==> src/rtl/seq_divider.sv <==
// -----------------------------------------------------------------------------
// seq_divider
// Multi-cycle non-restoring integer divider that produces one quotient bit per
// clock. Operands are signed (two's complement) or unsigned, selected per
// operation. Signed results truncate toward zero, and the remainder takes the
// sign of the dividend.
//
// Parameters:
//   WIDTH        operand/result width in bits (>= 2)
//
// Ports:
//   clk          system clock, rising edge
//   rst          asynchronous reset, active-high
//   start        request a division (sampled only in IDLE)
//   abort        (only with SEQ_DIVIDER_ABORT_EN) cancel an operation in DIV/FIX
//   signed_mode  1 = two's-complement operands, 0 = unsigned (latched with start)
//   dividend     dividend (latched with start)
//   divisor      divisor (latched with start)
//   busy         high while an operation is in DIV or FIX
//   done         single-cycle completion pulse
//   quotient     quotient of the last completed operation
//   remainder    remainder of the last completed operation
//   div_by_zero  last completed operation had a zero divisor
//   overflow     last completed operation was signed MIN / -1
//
// Optional feature macro: SEQ_DIVIDER_ABORT_EN (adds the abort input).
// -----------------------------------------------------------------------------
module seq_divider #(
    parameter int WIDTH = 8
) (
    input  logic             clk,
    input  logic             rst,
    input  logic             start,
`ifdef SEQ_DIVIDER_ABORT_EN
    input  logic             abort,
`endif
    input  logic             signed_mode,
    input  logic [WIDTH-1:0] dividend,
    input  logic [WIDTH-1:0] divisor,
    output logic             busy,
    output logic             done,
    output logic [WIDTH-1:0] quotient,
    output logic [WIDTH-1:0] remainder,
    output logic             div_by_zero,
    output logic             overflow
);

    localparam int               CW      = $clog2(WIDTH + 1);
    localparam logic [WIDTH-1:0] MIN_VAL = {1'b1, {(WIDTH-1){1'b0}}};
    localparam logic [WIDTH-1:0] MAX_VAL = ~MIN_VAL;
    localparam logic [WIDTH-1:0] ONES    = '1;

    typedef enum logic [1:0] {IDLE, DIV, FIX, FIN} state_t;

    state_t                   state_q, state_d;
    logic [CW-1:0]            count_q;
    logic signed [WIDTH:0]    prem_q;
    logic [WIDTH-1:0]         quo_q;
    logic [WIDTH-1:0]         dmag_q;
    logic                     negate_quo, negate_rem;

    logic                     div_zero, div_ovf, abort_req;
    logic signed [WIDTH:0]    prem_shift, prem_step;
    logic [WIDTH-1:0]         rem_mag;

    // Magnitude of an operand; in unsigned mode the raw bits already are one.
    // abs(MIN) wraps to MIN, which read as unsigned is the correct magnitude.
    function automatic logic [WIDTH-1:0] magnitude(input logic [WIDTH-1:0] x,
                                                   input logic            is_signed);
        return (is_signed && x[WIDTH-1]) ? -x : x;
    endfunction

    function automatic logic [WIDTH-1:0] apply_sign(input logic [WIDTH-1:0] x,
                                                    input logic            neg);
        return neg ? -x : x;
    endfunction

`ifdef SEQ_DIVIDER_ABORT_EN
    assign abort_req = abort;
`else
    assign abort_req = 1'b0;
`endif

    assign div_zero = (divisor == '0);
    assign div_ovf  = signed_mode && (dividend == MIN_VAL) && (divisor == ONES);

    // One non-restoring step. The sign of the current partial remainder picks
    // subtract or add; a negative value stands for the unrestored remainder.
    // The W+1-bit result always lies in [-D, D), so modular wrap is harmless.
    assign prem_shift = {prem_q[WIDTH-1:0], quo_q[WIDTH-1]};
    assign prem_step  = prem_q[WIDTH] ? (prem_shift + $signed({1'b0, dmag_q}))
                                      : (prem_shift - $signed({1'b0, dmag_q}));

    // Final restore of a negative partial remainder; the sum fits in WIDTH bits.
    assign rem_mag = prem_q[WIDTH] ? (prem_q[WIDTH-1:0] + dmag_q) : prem_q[WIDTH-1:0];

    always_ff @(posedge clk or posedge rst) begin
        if (rst) state_q <= IDLE;
        else     state_q <= state_d;
    end

    always_comb begin
        state_d = state_q;
        busy    = 1'b0;
        done    = 1'b0;
        case (state_q)
            IDLE: begin
                if (start) state_d = (div_zero || div_ovf) ? FIN : DIV;
            end
            DIV: begin
                busy = 1'b1;
                if (abort_req)                  state_d = IDLE;
                else if (count_q == CW'(1))     state_d = FIX;
            end
            FIX: begin
                busy    = 1'b1;
                state_d = abort_req ? IDLE : FIN;
            end
            FIN: begin
                done    = 1'b1;
                state_d = IDLE;
            end
            default: state_d = IDLE;
        endcase
    end

    always_ff @(posedge clk or posedge rst) begin
        if (rst) begin
            count_q <= '0;
        end else if (state_q == IDLE && start) begin
            count_q <= CW'(WIDTH);
        end else if (state_q == DIV) begin
            count_q <= count_q - CW'(1);
        end
    end

    // Datapath registers carry no reset; they are always reloaded on start.
    always_ff @(posedge clk) begin
        if (state_q == IDLE && start) begin
            prem_q     <= '0;
            quo_q      <= magnitude(dividend, signed_mode);
            dmag_q     <= magnitude(divisor, signed_mode);
            negate_quo <= signed_mode && (dividend[WIDTH-1] ^ divisor[WIDTH-1]);
            negate_rem <= signed_mode && dividend[WIDTH-1];
        end else if (state_q == DIV) begin
            prem_q <= prem_step;
            quo_q  <= {quo_q[WIDTH-2:0], ~prem_step[WIDTH]};
        end
    end

    // Result registers: updated on the edge into FIN so they are valid with done.
    always_ff @(posedge clk or posedge rst) begin
        if (rst) begin
            quotient    <= '0;
            remainder   <= '0;
            div_by_zero <= 1'b0;
            overflow    <= 1'b0;
        end else begin
            if (state_q == IDLE && start && div_zero) begin
                quotient    <= '0;
                remainder   <= '0;
                div_by_zero <= 1'b1;
                overflow    <= 1'b0;
            end else if (state_q == IDLE && start && div_ovf) begin
                quotient    <= MAX_VAL;
                remainder   <= '0;
                div_by_zero <= 1'b0;
                overflow    <= 1'b1;
            end else if (state_q == FIX && !abort_req) begin
                quotient    <= apply_sign(quo_q, negate_quo);
                remainder   <= apply_sign(rem_mag, negate_rem);
                div_by_zero <= 1'b0;
                overflow    <= 1'b0;
            end
        end
    end

endmodule

==> config.mk <==
export PLATFORM = sky130hd
export DESIGN_NAME = seq_divider
export DESIGN_NICKNAME = d
export VERILOG_FILES = /design/src/rtl/seq_divider.sv
export SDC_FILE = /design/constraint.sdc
export NUM_CORES = 1
export LEC_CHECK = 0
export ABC_AREA = 1
export ABC_CLOCK_PERIOD_IN_PS = 3100
export BUFFER_PORTS_ARGS = -buffer_cell sky130_fd_sc_hd__buf_2
export CAP_MARGIN = 10
export CORE_AREA = 5 5 97 99
export CTS_BUF_LIST = sky130_fd_sc_hd__clkbuf_4
export DETAILED_ROUTE_END_ITERATION = 12
export DIE_AREA = 0 0 102 104
export HOLD_SLACK_MARGIN = 0.05
export PLACE_DENSITY = 0.64
export SYNTH_ARGS = -nofsm -noshare
export SYNTH_HDL_FRONTEND = slang
export SYNTH_SLANG_ARGS = --single-unit
==> constraint.sdc <==
create_clock -name clk -period 3.1 [get_ports clk]
set_input_delay 0.155 -clock clk [delete_from_list [all_inputs] [get_ports clk]]
set_output_delay 0.155 -clock clk [all_outputs]
set_load 0.05 [all_outputs]
Yosys cells after proc, flatten, opt, wreduce, memory -nomap -nowiden
Index checks and enable logic that the tools add are counted.
{ "word_totals": {"in_bits": 20, "ff_bits": 51, "out_inout_bits": 20, "wordCells": 71} }
{ "op_classes": {"addsub": 8, "n_mux": 27, "bitwise": 2, "eq_ne": 8, "n_reduce_logical": 15} }
{ "op_table": {"columns": ["op", "n"], "rows": [
  ["2-to-1 mux 8 bit", 13],
  ["negation 8 bit", 4],
  ["== test 8 bit (second input constant)", 2],
  ["adder 9 bit", 1],
  ["2-to-1 mux 9 bit", 1],
  ["subtractor 9 bit", 1],
  ["adder 8 bit", 1],
  ["logical AND 1 bit", 8],
  ["logical NOT 8 bit", 1],
  ["2-to-1 mux 4 bit", 2],
  ["one-hot mux 2 bit (4 select lines)", 1],
  ["2-to-1 mux 1 bit", 7],
  ["2-to-1 mux 2 bit", 3],
  ["== test 2 bit (second input constant)", 2],
  ["== test 4 x 1 -> 1 bit (second input constant)", 1],
  ["!= test 2 bit (second input constant)", 2],
  ["subtractor 4 x 1 -> 4 bit (second input constant)", 1],
  ["nonzero test 3 bit", 1],
  ["== test 2 x 1 -> 1 bit (second input constant)", 1],
  ["logical NOT 2 bit", 1],
  ["AND reduction 2 bit", 1],
  ["nonzero test 2 bit", 1],
  ["OR reduction 2 bit", 1],
  ["logical OR 1 bit", 1],
  ["2 further kinds", 2]
]} }

Logic depth before layout (Yosys ltp)
Gate-level depths: netlist of the first run.
{ "logic_depth": {"ltp_word": 7, "mapped_depth": 16, "depth_no_buf": 16} }

Least setup slack after synthesis of the first run
Ideal clock, no wire load.
{ "synth_path": {"kind": "register -> register", "from": "register dmag_q[2]", "to": "register quo_q[0] (data pin)", "path_slack_ns": 0.813, "arrival_time_ns": 2.021, "n_path_buf": 0, "stages_incl_launch_ff": 11, "synth_period_minus_slack_ns": 2.287, "cell_sequence": "edfxtp_1 nor3_1 a41oi_1 xor2_1 ha_1 inv_1 nor4_1 a21oi_1 xnor2_1 nand2_1 o21ai_0"} }
{ "synth_between": {"elab_chain_len": 5} }
{ "synth_rtl": {"columns": ["item", "line_no", "text"], "rows": [
  ["start: declaration", "59", "logic [WIDTH-1:0] dmag_q;"],
  ["start signal: assignment", "142", "dmag_q <= magnitude(divisor, signed_mode);"],
  ["subtractor 9 bit or adder 9 bit (tied branches)", "92, 91", null],
  ["2-to-1 mux 9 bit *", "91", "assign prem_step = prem_q[WIDTH] ? (prem_shift + $signed({1'b0, dmag_q}))"],
  ["inverter 1 bit *", "147", "quo_q <= {quo_q[WIDTH-2:0], ~prem_step[WIDTH]};"],
  ["2-to-1 mux 8 bit *", "145", "end else if (state_q == DIV) begin"],
  ["2-to-1 mux 8 bit *", "139", "if (state_q == IDLE && start) begin"],
  ["end signal: assignment", "141", "quo_q <= magnitude(dividend, signed_mode);"],
  ["end signal: assignment", "147", null],
  ["end: declaration", "58", "logic [WIDTH-1:0] quo_q;"]
]} }
Mark *: on every way between the ends. The rest lies on a longest branch, timed or not. The select of a mux whose other input is x is not followed.
A chain may end at the register's enable or synchronous reset.

Final worst setup path of the first run
Same ends and word-level chain as after synthesis.

==> results of run 1 <==
state kept, by name (all words and copies together) (netlist names):
signal	cells
dmag_q	8
quotient	8
state_q	2
negate_quo	1
prem_q	9
overflow	1
div_by_zero	1
quo_q	8
remainder	8
negate_rem	1
count_q	4
worst max path at each step:
stage,from,endpoint,cells after the start
final,dmag_q[2],quo_q[0],10
after floorplan,dmag_q[2],quo_q[0],10
after global routing,dmag_q[2],quo_q[0],10
after global placement,dmag_q[2],quo_q[0],10
after detailed placement,dmag_q[2],quo_q[0],10
after CTS,dmag_q[2],quo_q[0],10
layout by cell type, fill, tap and decap left out, types with 5 or more instances in the layout:
cell type	synthesis	layout
dfrtp_1	24	24
xnor2_1	7	7
inv_1	64	64
dfxtp_1	9	9
nand3_1	28	28
xor2_1	22	22
nor3_1	7	7
nand4_1	6	6
o21ai_0	36	36
or2_2	5	5
buf_2	3	39
nand2_1	131	131
a21oi_1	23	23
nor2_1	35	35
ha_1	28	28
clkbuf_4	0	6
o31ai_1	6	6
edfxtp_1	18	18
synthesized netlist by cell type:
master and count:
a21oi_1 23, a22oi_1 2, a31oi_1 2, a41oi_1 1, buf_2 3, buf_6 1, clkbuf_1 5, clkinv_1 1
clkinv_2 1, dfrtp_1 24, dfxtp_1 9, edfxtp_1 18, fa_1 2, ha_1 28, inv_1 64, inv_2 1
inv_4 1, nand2_1 131, nand2_2 2, nand2_4 1, nand2_8 1, nand3_1 28, nand3_2 1, nand3b_1 2
nand4_1 6, nor2_1 35, nor2_2 1, nor3_1 7, nor3_2 1, nor4_1 2, o211ai_1 1, o21ai_0 36
o21ai_1 3, o21ai_2 1, o22ai_1 2, o31ai_1 6, or2_2 5, xnor2_1 7, xor2_1 22
metal layers:
layer	share of wire, %	global-route usage, %
met1	46	20.54
met2	48	26.46
met3	4.8	2.213
met4	1.4	4.592
met5	0	0
cell type report:
class	instances	area (sq um)
fillers	869	4423
multi-input cells	359	2029
flip-flops and latches	51	1321
inverters	68	259.0
repair buffers	44	237.7
well taps	108	135.1
clock buffers	6	45.04
clock inverters	2	12.51
diodes	1	2.502
report_power, final:
group | switching (uW) | internal, uW
Combinational | 1870 | 949
Sequential | 235 | 1030
Clock | 229 | 99.7
critical path: stages, from the launching register on:
cell	delay, ns
edfxtp_1	0.50
nor3_1	0.35
a41oi_1	0.18
xor2_1	0.17
ha_1	0.33
inv_1	0.07
nor4_1	0.32
a21oi_1	0.13
xnor2_1	0.15
nand2_1	0.06
o21ai_0	0.07
kinds of logic (layout without fill, tap and decap cells):
kind of cell,after synthesis,count (layout),share of synthesized area (%)
and+or+nand+nor,223,223,26.39
AOI/OAI and AO/OA,77,77,11.50
DFF,51,51,36.15
other,0,1,0
adders and majority gates,30,30,10.68
xor gates and xnor gates,29,29,6.950
buffers and inverters,77,120,8.319
stage by stage:
step,setup slack [ns],cells
after floorplan,0.8125,487
after global placement,0.6628,628
after detailed placement,0.5680,628
after CTS,0.5632,638
after global routing,0.2544,639
final,0.5493,639
timing repair:
action                                  in CTS  in global routing
hold buffers                                 2                  0
hold endpoints to repair                    25                  0
endpoints found under the setup margin       0                  0
==> flow_summary.ini, run 1 <==
[clock_network]
clk_latency_ns = 0.39
cts_sinks = 51
cts_buffer_depth = 2
clockRootBuffer = clkbuf_4
post_cts_resized = 0
numCtsBuffers = 5
cts_tree = done
clk_pin_slew_ns = 0.15
ctsHtreeMaxLevel = 2
post-cts-setup-buffers = 0

[floorplan]
row_count = 34
die_h_microns = 104
ios = 40
die_w_microns = 102
initial_core_util_pct = 43.17
die-area_sq_mm = 0.01061
coreArea_sq_mm = 0.008466

[routing]
drt_iter0_drc = 217
postRouteAntennaNets = 0
wl_per_cell_microns = 12.64
dr_total_vias = 3211
drt_pre_antenna_iters = 5
route.final.wire_length_mm = 8.075
drc = 0
vias_per_cell = 5.025

[critical_path]
rr_startpoint = dmag_q[2]
critPathRequiredTime_ns = 3.26
regToRegSetupSlack_ns = 0.55
arrival_ns = 2.71
worst-r2r-cell-count = 10
timing.rr.end = quo_q[0]
crit_type = reg -> reg
setup.worst_path.start_class = flip-flop
endpoint_kind = flip-flop
path_max_fanout = 6

[global_routing]
antenna_found_initial = 1
grt.overflow.total = 0
gr-usage-all-layers_pct = 15.67
grt_pass1_vias = 2980
grt_max_degree = 25
grt_pass1_wl_mm = 13.59

[min_path]
hold_path.class = in -> reg
hold_path_end = dmag_q[6]
hold_depth = 3
min-delay-start = divisor[6]

[logic_synthesis]
syn_area_per_cell_sq_um = 7.505
synth.area.top_cells = dfrtp_1 16%, edfxtp_1 15%, nand2_1 13%
synth_seq_cells = 51
synth_top_area_share_pct = 16.43
netlist_area_sq_mm = 0.003655
ys_seq_area_share_pct = 36.15
synth.distinct_cells = 39
synth_nets = 537
synth_top_area_cell = dfrtp_1
syn-instance-count = 487
ys.warnings.count = 0

[timing]
slew_headroom_pct = 38.22
period_share_pct = 82.28
fmax_mhz = 392.0
whs_ns = 0.07122
setup_viol = 0
worst_pin_slew_ns = 0.9257
rsz0062_at_grt = false
maxSlewViolCount = 0
finalHoldViolCount = 0
fin_crit_ns = 2.551
fin_tns_setup_ns = 0
clock_skew_ns = 0.01214

[placed_design]
port_buffers = 39
gp_congestion = 0.9069
placed_area_sq_mm = 0.003963
hpwl_mm = 6.477

[layout]
fin_util_pct = 47.75
final_nets = 579
stdcell_area_sq_mm = 0.004043
syn_to_final_growth_pct = 10.61
final_layout_size_suffix_gt1_share_pct = 12.45

[job]
cap_violations = 0

[pwr]
power_uw = 4413
irDropWorstVdd_uv = 369.1
power_density_mw_per_mm2 = 1092
p_leak_uw = 0.002067

[status]
status = finished clean
Power figures use the tool's default switching activity.
==> run 2, diff against run 1 <==
Settings changed: ABC_CLOCK_PERIOD_IN_PS 3100 to 2300, PLACE_DENSITY 0.64 to 0.67.
Clock period 3.1 ns to 2.3 ns, I/O delays scaled along.
==> flow_summary.ini, run 2 (synthesized netlist as in run 1, its figures left out) <==
[status]
status = finished, violations left
violations = setup timing

[layout]
final_common_cell = nand2_1
layout.cells.non_filler = 663
largest_reg_flops = 9
layout_common_cells = 126 x nand2_1, 59 x inv_1, 39 x buf_2
regMostFlops = prem_q
fin_util_pct = 52.34
final_nets = 604
syn_to_final_growth_pct = 21.23
antennaDiodeCount = 0
final_layout_size_suffix_gt1_share_pct = 22.34

[routing]
dr_total_vias = 3402
postRouteAntennaNets = 0
drc = 0
wl_per_cell_microns = 13.23
drt_iter0_drc = 193
route.final.wire_length_mm = 8.774
vias_per_cell = 5.131
drt_pre_antenna_iters = 6

[critical_path]
arrival_ns = 2.50
path_max_fanout = 3
setup.worst_path.start_class = flip-flop
crit_type = reg -> reg
critPathRequiredTime_ns = 2.44
endpoint_kind = flip-flop

[timing]
maxSlewViolCount = 0
slew_headroom_pct = 39.85
finalHoldViolCount = 0
fin_ws_ns = -0.05692
clock_skew_ns = 0.01515
fin_crit_ns = 2.357
setup_viol = 4
period_share_pct = 102.5
rsz0062_at_grt = true
fmax_mhz = 424.3
whs_ns = 0.08368
worst_pin_slew_ns = 0.9013

[global_routing]
grt_max_degree = 25
gr-usage-all-layers_pct = 16.60
grt_pass1_wl_mm = 14.52
grt.overflow.total = 0
antenna_found_initial = 0
grt_pass1_vias = 3262

[clock_network]
cts_buffer_depth = 2
clockRootBuffer = clkbuf_4
clk_pin_slew_ns = 0.15
ctsHtreeMaxLevel = 2
cts_sinks = 51
cts_tree = done
numCtsBuffers = 5
clk_latency_ns = 0.38

[placed_design]
port_buffers = 39
hpwl_mm = 6.669
gp_congestion = 0.8395
dp_cells = 644
place_ws_ns = -0.09684

[job]
cap_violations = 0

[floorplan]
die-area_sq_mm = 0.01061
row_count = 34
initial_core_util_pct = 43.17
die_w_microns = 102
ios = 40
coreArea_sq_mm = 0.008466
die_h_microns = 104

[pwr]
p_seq_share_pct = 25.2
p_sw_uw = 3554
p_clk_share_pct = 6.3
combPwrFrac_pct = 68.5
power_uw = 6826
p_leak_uw = 0.002204
p_int_uw = 3272
sw_frac_of_total_pct = 52.06
irDropWorstVdd_uv = 495.5
power_density_mw_per_mm2 = 1541

[min_path]
hold_path.class = in -> reg
-- run 2: power by group through the flow --
stage | sequential, uW | combinational (uW) | clock, uW
2_1_floorplan | 2110 | 2570 | 0
6_report | 1720 | 4680 | 429
3_5_place_dp | 1730 | 4030 | 0
3_3_place_gp | 1710 | 3920 | 0
5_1_grt | 1780 | 5160 | 479
4_1_cts | 1710 | 4160 | 443
-- run 2: layer usage --
layer  GRT usage [%]  share of wire, %  routed length, microns
met3           2.616               4.4                     388
met4           5.436               1.8                     161
met5               0                 0                       0
met2           27.99                49                    4313
met1           21.42                45                    3911
-- run 2: timing repair --
action	in CTS	in global routing
resized for setup	10	39
endpoints found under the setup margin	7	9
hold endpoints to repair	26	1
hold buffers	3	1
pin swaps	6	12
setup buffers	4	3
-- run 2: layout make-up --
cell class / count / area [sq um]
well taps: 108 / 135.1
flip-flops and latches: 51 / 1321
inverters: 68 / 259.0
repair buffers: 69 / 430.4
multi-input cells: 359 / 2227
clock inverters: 2 / 12.51
clock buffers: 6 / 45.04
fillers: 814 / 4035
-- run 2: path summary, 6_finish.rpt --
check / to / depth (start not counted) / slack [ns] / from
max: quo_q[0] / 11 / -0.06 / dmag_q[1]
min: dmag_q[7] / 2 / 0.08 / signed_mode
max reg2reg: quo_q[0] / 11 / -0.06 / dmag_q[1]
min reg2reg: quotient[1] / 2 / 0.48 / quotient[1]
max in group asynchronous: quotient[0] / 3 / 1.29 / rst
min in group asynchronous: quotient[2] / 3 / 0.46 / rst
-- run 2: metrics by stage --
stage / TNS [ns] / cell area (sq um)
after detailed placement: -0.2580 / 4083
after CTS: -0.03700 / 4227
final: -0.1701 / 4431
after global routing: -1.280 / 4431
after global placement: -0.01715 / 4083
after floorplan: 0 / 3655
-- run 2: worst max-delay path, cell delays in order (launching register included) --
cell and delay, ns:
edfxtp_1 0.45, nor3_2 0.19, buf_4 0.15, a41oi_2 0.10, xor2_1 0.16, ha_1 0.34
inv_2 0.08, nor4_4 0.30, a21oi_2 0.09, xnor2_1 0.15, nand2_1 0.06, o21ai_1 0.06
